File: src/rtl/lsq_unit_pkg.sv
// lsq_unit_pkg: shared defaults, LS_TYPE field layout and address helper for the load/store queue.
package lsq_unit_pkg;
  localparam int LSQ_SIZE_BIT_DEF = 3;
  localparam int ROB_WIDTH_BIT_DEF = 4;
  localparam int NUM_WB_DEF = 2;
  localparam logic [1:0] IO_BASE_HI_DEF = 2'b11;
  localparam int TYPE_STORE = 3;
  typedef enum logic [1:0] {SIZE_BYTE = 2'd0, SIZE_HALF = 2'd1, SIZE_WORD = 2'd2} ls_size_e;
  function automatic logic [31:0] calc_ea(input logic [31:0] base, input logic [11:0] off);
    return base + {{20{off[11]}}, off};
  endfunction
endpackage

File: src/rtl/lsq_wakeup_match.sv
// lsq_wakeup_match: priority compare of one tag against all result buses, lowest bus index wins.
module lsq_wakeup_match #(
  parameter int NUM_WB = 2,
  parameter int W = 4
) (
  input  logic [W-1:0]        tag_i,
  input  logic [NUM_WB-1:0]   wb_valid_i,
  input  logic [NUM_WB*W-1:0] wb_rob_id_i,
  input  logic [NUM_WB*32-1:0] wb_value_i,
  output logic                hit_o,
  output logic [31:0]         value_o
);
  always_comb begin
    hit_o = 1'b0;
    value_o = '0;
    for (int i = NUM_WB - 1; i >= 0; i--) begin
      if (wb_valid_i[i] && wb_rob_id_i[i*W +: W] == tag_i) begin
        hit_o = 1'b1;
        value_o = wb_value_i[i*32 +: 32];
      end
    end
  end
endmodule

File: src/rtl/lsq_unit.sv
// lsq_unit: in-order load/store queue with operand wakeup, IO-ordered loads, held cache requests and flush.
module lsq_unit
  import lsq_unit_pkg::*;
#(
  parameter int LSQ_SIZE_BIT = LSQ_SIZE_BIT_DEF,
  parameter int ROB_WIDTH_BIT = ROB_WIDTH_BIT_DEF,
  parameter int NUM_WB = NUM_WB_DEF,
  parameter logic [1:0] IO_BASE_HI = IO_BASE_HI_DEF
) (
  input  logic                          clk_in,
  input  logic                          rst_in,
  input  logic                          rdy_in,
  input  logic                          inst_valid,
  input  logic [3:0]                    inst_type,
  input  logic [31:0]                   inst_r1,
  input  logic [31:0]                   inst_r2,
  input  logic [ROB_WIDTH_BIT-1:0]      inst_dep1,
  input  logic [ROB_WIDTH_BIT-1:0]      inst_dep2,
  input  logic                          inst_has_dep1,
  input  logic                          inst_has_dep2,
  input  logic [11:0]                   inst_offset,
  input  logic [ROB_WIDTH_BIT-1:0]      inst_rob_id,
  output logic                          full,
  input  logic                          rob_head_valid,
  input  logic [ROB_WIDTH_BIT-1:0]      rob_head_id,
  input  logic                          flush_in,
  input  logic [NUM_WB-1:0]             wb_valid,
  input  logic [NUM_WB*ROB_WIDTH_BIT-1:0] wb_rob_id,
  input  logic [NUM_WB*32-1:0]          wb_value,
  output logic                          cache_valid,
  output logic                          cache_wr,
  output logic [2:0]                    cache_size,
  output logic [31:0]                   cache_addr,
  output logic [31:0]                   cache_value,
  input  logic                          cache_ready,
  input  logic [31:0]                   cache_res,
  output logic                          out_valid,
  output logic [ROB_WIDTH_BIT-1:0]      out_rob_id,
  output logic [31:0]                   out_value
);
  localparam int DEPTH = 1 << LSQ_SIZE_BIT;
  localparam int PW = LSQ_SIZE_BIT;
  localparam int CW = LSQ_SIZE_BIT + 1;
  localparam int RW = ROB_WIDTH_BIT;
  localparam logic [CW-1:0] FULL_CNT = {1'b1, {PW{1'b0}}};
  logic [PW-1:0] head_q, head_d, tail_q, tail_d, head_nx, cand;
  logic [CW-1:0] count_q, count_d;
  logic [DEPTH-1:0] busy_q, busy_d, hd1_q, hd1_d, hd2_q, hd2_d, hit1, hit2, elig;
  logic [3:0] typ_q [DEPTH], typ_d [DEPTH];
  logic [31:0] r1_q [DEPTH], r1_d [DEPTH], r2_q [DEPTH], r2_d [DEPTH];
  logic [31:0] val1 [DEPTH], val2 [DEPTH], ea [DEPTH];
  logic [11:0] off_q [DEPTH], off_d [DEPTH];
  logic [RW-1:0] dep1_q [DEPTH], dep1_d [DEPTH], dep2_q [DEPTH], dep2_d [DEPTH];
  logic [RW-1:0] rob_q [DEPTH], rob_d [DEPTH];
  logic inflight_q, inflight_d, killed_q, killed_d;
  logic cache_valid_q, cache_valid_d, cache_wr_q, cache_wr_d;
  logic [2:0] cache_size_q, cache_size_d;
  logic [31:0] cache_addr_q, cache_addr_d, cache_value_q, cache_value_d;
  logic p_hit1, p_hit2, complete, push, can_issue;
  logic [31:0] p_val1, p_val2;
  genvar e;
  generate
    for (e = 0; e < DEPTH; e++) begin : g_ent
      lsq_wakeup_match #(.NUM_WB(NUM_WB), .W(RW)) u_m1 (
        .tag_i(dep1_q[e]), .wb_valid_i(wb_valid), .wb_rob_id_i(wb_rob_id),
        .wb_value_i(wb_value), .hit_o(hit1[e]), .value_o(val1[e]));
      lsq_wakeup_match #(.NUM_WB(NUM_WB), .W(RW)) u_m2 (
        .tag_i(dep2_q[e]), .wb_valid_i(wb_valid), .wb_rob_id_i(wb_rob_id),
        .wb_value_i(wb_value), .hit_o(hit2[e]), .value_o(val2[e]));
      assign ea[e] = calc_ea(r1_q[e], off_q[e]);
      // stores and IO-space loads may only go once they are the oldest ROB entry
      assign elig[e] = busy_q[e] && !hd1_q[e] && !hd2_q[e] &&
                       (!(typ_q[e][TYPE_STORE] || ea[e][17:16] == IO_BASE_HI) ||
                        (rob_head_valid && rob_q[e] == rob_head_id));
    end
  endgenerate
  lsq_wakeup_match #(.NUM_WB(NUM_WB), .W(RW)) u_p1 (
    .tag_i(inst_dep1), .wb_valid_i(wb_valid), .wb_rob_id_i(wb_rob_id),
    .wb_value_i(wb_value), .hit_o(p_hit1), .value_o(p_val1));
  lsq_wakeup_match #(.NUM_WB(NUM_WB), .W(RW)) u_p2 (
    .tag_i(inst_dep2), .wb_valid_i(wb_valid), .wb_rob_id_i(wb_rob_id),
    .wb_value_i(wb_value), .hit_o(p_hit2), .value_o(p_val2));
  assign full = count_q == FULL_CNT;
  assign head_nx = head_q + PW'(1);
  assign complete = rdy_in && cache_ready && inflight_q;
  assign cand = complete ? head_nx : head_q;
  assign push = inst_valid && !flush_in && !full;
  assign can_issue = !flush_in && (!inflight_q || complete) && elig[cand];
  always_comb begin
    head_d = head_q;
    tail_d = tail_q;
    count_d = count_q;
    busy_d = busy_q;
    hd1_d = hd1_q;
    hd2_d = hd2_q;
    typ_d = typ_q;
    r1_d = r1_q;
    r2_d = r2_q;
    off_d = off_q;
    dep1_d = dep1_q;
    dep2_d = dep2_q;
    rob_d = rob_q;
    inflight_d = inflight_q;
    killed_d = killed_q;
    cache_valid_d = cache_valid_q;
    cache_wr_d = cache_wr_q;
    cache_size_d = cache_size_q;
    cache_addr_d = cache_addr_q;
    cache_value_d = cache_value_q;
    if (flush_in) begin
      busy_d = '0;
      hd1_d = '0;
      hd2_d = '0;
      if (inflight_q && !complete) busy_d[head_q] = 1'b1;
      head_d = complete ? head_nx : head_q;
      tail_d = inflight_q ? head_nx : head_q;
      count_d = (inflight_q && !complete) ? CW'(1) : '0;
      inflight_d = inflight_q && !complete;
      killed_d = inflight_q && !complete;
      cache_valid_d = inflight_q && !complete;
    end else begin
      for (int i = 0; i < DEPTH; i++) begin
        if (busy_q[i] && hd1_q[i] && hit1[i]) begin
          r1_d[i] = val1[i];
          hd1_d[i] = 1'b0;
        end
        if (busy_q[i] && hd2_q[i] && hit2[i]) begin
          r2_d[i] = val2[i];
          hd2_d[i] = 1'b0;
        end
      end
      if (complete) begin
        busy_d[head_q] = 1'b0;
        head_d = head_nx;
        inflight_d = 1'b0;
        killed_d = 1'b0;
        cache_valid_d = 1'b0;
      end
      if (push) begin
        busy_d[tail_q] = 1'b1;
        typ_d[tail_q] = inst_type;
        off_d[tail_q] = inst_offset;
        rob_d[tail_q] = inst_rob_id;
        dep1_d[tail_q] = inst_dep1;
        dep2_d[tail_q] = inst_dep2;
        r1_d[tail_q] = (inst_has_dep1 && p_hit1) ? p_val1 : inst_r1;
        r2_d[tail_q] = (inst_has_dep2 && p_hit2) ? p_val2 : inst_r2;
        hd1_d[tail_q] = inst_has_dep1 && !p_hit1;
        hd2_d[tail_q] = inst_has_dep2 && !p_hit2;
        tail_d = tail_q + PW'(1);
      end
      count_d = count_q + CW'(push) - CW'(complete);
      if (can_issue) begin
        inflight_d = 1'b1;
        cache_valid_d = 1'b1;
        cache_wr_d = typ_q[cand][TYPE_STORE];
        cache_size_d = typ_q[cand][2:0];
        cache_addr_d = ea[cand];
        cache_value_d = r2_q[cand];
      end
    end
  end
  always_ff @(posedge clk_in or negedge rst_in) begin
    if (!rst_in) begin
      head_q <= '0;
      tail_q <= '0;
      count_q <= '0;
      busy_q <= '0;
      hd1_q <= '0;
      hd2_q <= '0;
      typ_q <= '{default: '0};
      r1_q <= '{default: '0};
      r2_q <= '{default: '0};
      off_q <= '{default: '0};
      dep1_q <= '{default: '0};
      dep2_q <= '{default: '0};
      rob_q <= '{default: '0};
      inflight_q <= 1'b0;
      killed_q <= 1'b0;
      cache_valid_q <= 1'b0;
      cache_wr_q <= 1'b0;
      cache_size_q <= '0;
      cache_addr_q <= '0;
      cache_value_q <= '0;
    end else if (rdy_in) begin
      head_q <= head_d;
      tail_q <= tail_d;
      count_q <= count_d;
      busy_q <= busy_d;
      hd1_q <= hd1_d;
      hd2_q <= hd2_d;
      typ_q <= typ_d;
      r1_q <= r1_d;
      r2_q <= r2_d;
      off_q <= off_d;
      dep1_q <= dep1_d;
      dep2_q <= dep2_d;
      rob_q <= rob_d;
      inflight_q <= inflight_d;
      killed_q <= killed_d;
      cache_valid_q <= cache_valid_d;
      cache_wr_q <= cache_wr_d;
      cache_size_q <= cache_size_d;
      cache_addr_q <= cache_addr_d;
      cache_value_q <= cache_value_d;
    end
  end
  assign cache_valid = cache_valid_q;
  assign cache_wr = cache_wr_q;
  assign cache_size = cache_size_q;
  assign cache_addr = cache_addr_q;
  assign cache_value = cache_value_q;
  assign out_valid = complete && !killed_q && !flush_in;
  assign out_rob_id = out_valid ? rob_q[head_q] : '0;
  assign out_value = (out_valid && !typ_q[head_q][TYPE_STORE]) ? cache_res : '0;
  push_while_full: assert property (@(posedge clk_in) disable iff (!rst_in)
    !(rdy_in && inst_valid && !flush_in && full));
endmodule

File: config.mk
export PLATFORM = sky130hd
export DESIGN_NAME = lsq_unit
export DESIGN_NICKNAME = d
export VERILOG_FILES = /design/src/rtl/lsq_unit_pkg.sv /design/src/rtl/lsq_wakeup_match.sv /design/src/rtl/lsq_unit.sv
export SDC_FILE = /design/constraint.sdc
export NUM_CORES = 2
export LEC_CHECK = 0
export ABC_AREA = 0
export CORE_UTILIZATION = 46
export DETAILED_ROUTE_END_ITERATION = 6
export SLEW_MARGIN = 20
export SYNTH_ARGS = -nofsm -noshare
export SYNTH_HDL_FRONTEND = slang
export SYNTH_SLANG_ARGS = --single-unit
export TNS_END_PERCENT = 20
File: constraint.sdc
create_clock -name clk_in -period 6.7 [get_ports clk_in]
set_input_delay 1.005 -clock clk_in [delete_from_list [all_inputs] [get_ports clk_in]]
set_output_delay 1.005 -clock clk_in [all_outputs]
set_load 0.005 [all_outputs]
==> flow_metrics.tcl <==
set metrics [dict create \
    core_area_um2 134000 \
    synth_common_cells "840 x dfrtp_1, 835 x nand2_1, 682 x nand3_1, 657 x nor2_1, 626 x a21oi_1" \
    synth_warnings 0 \
    cp_cell_sequence "clkdlybuf4s50_1 > nand3_1 > or3_1 > a221oi_1 > and3_1 > and2_1 > clkdlybuf4s50_1" \
    reg2regPathDepth 13 \
    leakagePower_nw 29.7 \
    cts_inserted_buffers 102 \
    synth_seq_cells 840 \
    max-clock-path-buffers 3 \
    dp_hpwl_mm 175 \
    critical_path_class "primary input to output port" \
    grt_usage 0.380 \
    ys_async_sr_fraction 1.00 \
    fill_cells 12509 \
    path_buf_inv 2 \
    p_switching_mw 15.1 \
    vias 61990 \
    final_hold_viol_count 0 \
    relSlewSlack 0.187 \
    crit_path_start "cache_ready" \
    worstPathRequired_ps 5690 \
    grt_pass1_vias 57848 \
    ir_drop_v 0.000336 \
    finClkSkew_ps 22.2 \
    critPathCaptureType "output port" \
    slowest_stage "and3_1" \
    tightest_slew_ps 1190 \
    hold_buffers 0 \
    grt_overflow 0 \
    status "finished with violations" \
    layout_min_cycle_time_ps 5260 \
    syn_inst 7523 \
    antenna_found_initial 15 \
    p_int_mw 18.0 \
    dr.pass1.iters 7 \
    cts_resized 0 \
    p_comb_frac 0.525 \
    setup_viol 0 \
    clkTransAtPathRegs_ps 60 \
    num_rows 134 \
    cts-htree-levels 3 \
    routedWlPerCell_um 28.8 \
    start_util 0.466 \
    yosysTopAreaCellShare 0.337 \
    switching_share 0.456 \
    seq_power_share 0.295 \
    synth.area.top_cells "dfrtp_1 34%, mux2i_1 7.5%, nand3_1 5.5%, ha_1 5.1%, nand2_1 5.0%" \
    die_area_um2 137000 \
    ys_types 90 \
    cts_root_buf "clkbuf_16" \
    post_cts_buffers 0 \
    fin_total_pwr_mw 33.1 \
    cp_slowest_stage_delay_ps 700 \
    first_iter_violations 8059 \
    reg2reg_from "r1_q[160]" \
    clkPwrFrac 0.181 \
    cp.arrival_ps 4250 \
    synth_area_leader_cell "dfrtp_1" \
    synthFlopType "dfrtp_1" \
    drcViolationCount 18 \
    die_h_um 370 \
    num-nets-final 7952 \
    cts_tree "yes" \
    worst-path-max-fanout 32 \
    ant_nets 0 \
    clock-sinks 840 \
    syn_area_um2 62400 \
    die_x_um 370 \
    slew_viol_final 0 \
    crit_top_cell "clkdlybuf4s50_1" \
    rsz0062_at_grt "no" \
    power_density_nw_per_um2 467 \
    setup_tns_ps 0 \
    synth_nets 7998 \
    hp-class "primary input to async pin" \
    worstSetupStartpointType "primary input" \
    synth_edf_count 0 \
    layout_worst_path_cycle_share 0.785 \
    max_freq_mhz 190 \
    cp_top_family "simple AND/OR/NAND/NOR gates" \
    drive_above_1_share 0.0953 \
    synth_most_common_cell "dfrtp_1" \
    syn_avg_cell_area_um2 8.29 \
    gp_congestion 1.01 \
    portBuffers 317 \
    viasPerCell 6.64 \
    clk_latency_ps 740 \
    grt_pass1_wl_mm 390 \
    routed_wl_mm 269 \
    syn2layout_area_growth_pct 13.5 \
    synth-seq-area-share 0.337 \
    grt_max_degree 165 \
    ios 318 \
    violations "DRC" \
    cp_num_cells 7 \
    cap_violations 0 \
]
==> worst reg2reg max path, delay by kind of cell (launching register included) <==
family	cells	cell delay (ps)
flip-flops	1	380
buffers and inverters	1	220
multiplexers	1	420
adder cells (fa/ha/maj)	2	740
AO/OA/AOI/OAI	9	3110
==> cell usage in the layout, fill, tap and decap left out, types with 27 or more instances in the layout <==
master and n:
and3_1 32, o21a_1 68, a31oi_1 93, a32oi_1 129, o211ai_1 48, a211oi_1 39, o21ai_1 50, nor3_1 54
o22ai_1 34, nand4_1 27, buf_4 181, clkbuf_16 104, mux2_2 226, nand2_1 820, nor2b_1 32, xnor2_1 158
xor2_1 217, nand3_1 680, and2_1 50, ha_1 255, inv_1 80, clkdlybuf4s50_1 315, nor2_1 624, a21o_1 121
mux2i_1 465, dfrtp_1 840, nor2_2 31, a21oi_1 625, o21ai_0 546, o22a_1 134
==> cell type report <==
cell class | count | area [um^2] | area share
inverters | 83 | 324 | 0.00457
repair buffers | 514 | 4850 | 0.0685
well taps | 1768 | 2210 | 0.0312
flip-flops and latches | 840 | 21000 | 0.297
clock buffers | 148 | 2960 | 0.0418
clock inverters | 42 | 571 | 0.00805
diodes | 6 | 15.0 | 0.000212
multi-input cells | 5936 | 38900 | 0.549
==> sequential cells by signal, indices dropped and copies added, names as in the netlist <==
| name | flops |
|---|---|
| count_q | 4 |
| rob_q | 32 |
| hd2_q | 8 |
| killed_q | 1 |
| cache_addr | 32 |
| cache_valid | 1 |
| typ_q | 32 |
| tail_q | 3 |
| busy_q | 8 |
| cache_wr | 1 |
| r2_q | 256 |
| dep2_q | 32 |
| hd1_q | 8 |
| cache_value | 32 |
| head_q | 3 |
| off_q | 96 |
| cache_size | 3 |
| r1_q | 256 |
| dep1_q | 32 |
==> metrics by stage <==
stage	util	worst slack (ps)	instances	hold slack, ps	area [um^2]
2_1_floorplan	-	3140	7523	460	62400
3_5_place_dp	0.502	1460	9141	477	67300
5_1_grt	0.529	1230	9334	297	70800
4_1_cts	0.529	1450	9331	252	70800
6_report	0.529	1440	9337	251	70800
3_3_place_gp	0.502	1600	9141	473	67300
==> power by group through the flow <==
stage	logic [mW]	clock network, mW	registers [mW]
floorplan	12.0	0	8.62
CTS	17.0	6.02	9.56
global route	18.7	6.22	9.90
global placement	16.7	0	9.57
detailed placement	16.8	0	9.62
finish	17.4	5.98	9.74
==> metal layers <==
| metal | global-route usage | wire (um) |
|---|---|---|
| met5 | 0 | 115 |
| met3 | 0.115 | 34900 |
| met2 | 0.545 | 113000 |
| met4 | 0.164 | 11800 |
| met1 | 0.526 | 109000 |
==> final timing paths <==
check                                 to  slack, ps
setup / recovery            out_value[6]       1440
hold / removal                 r2_q[157]        250
setup reg to reg           cache_addr[8]       1700
hold reg to reg                 r2_q[30]        490
max in group asynchronous      r1_q[118]       4640
min in group clk_in             r2_q[30]        490
==> kinds of logic after synthesis <==
| family | after synthesis | synth area share |
|---|---|---|
| DFF | 840 | 0.337 |
| muxes | 717 | 0.124 |
| buffers and inverters | 747 | 0.0456 |
| xor gates and xnor gates | 377 | 0.0529 |
| AOI/OAI and AO/OA | 2070 | 0.207 |
| and+or+nand+nor | 2508 | 0.179 |
| adders and majority gates | 264 | 0.0540 |
Power figures use the tool's default switching activity.
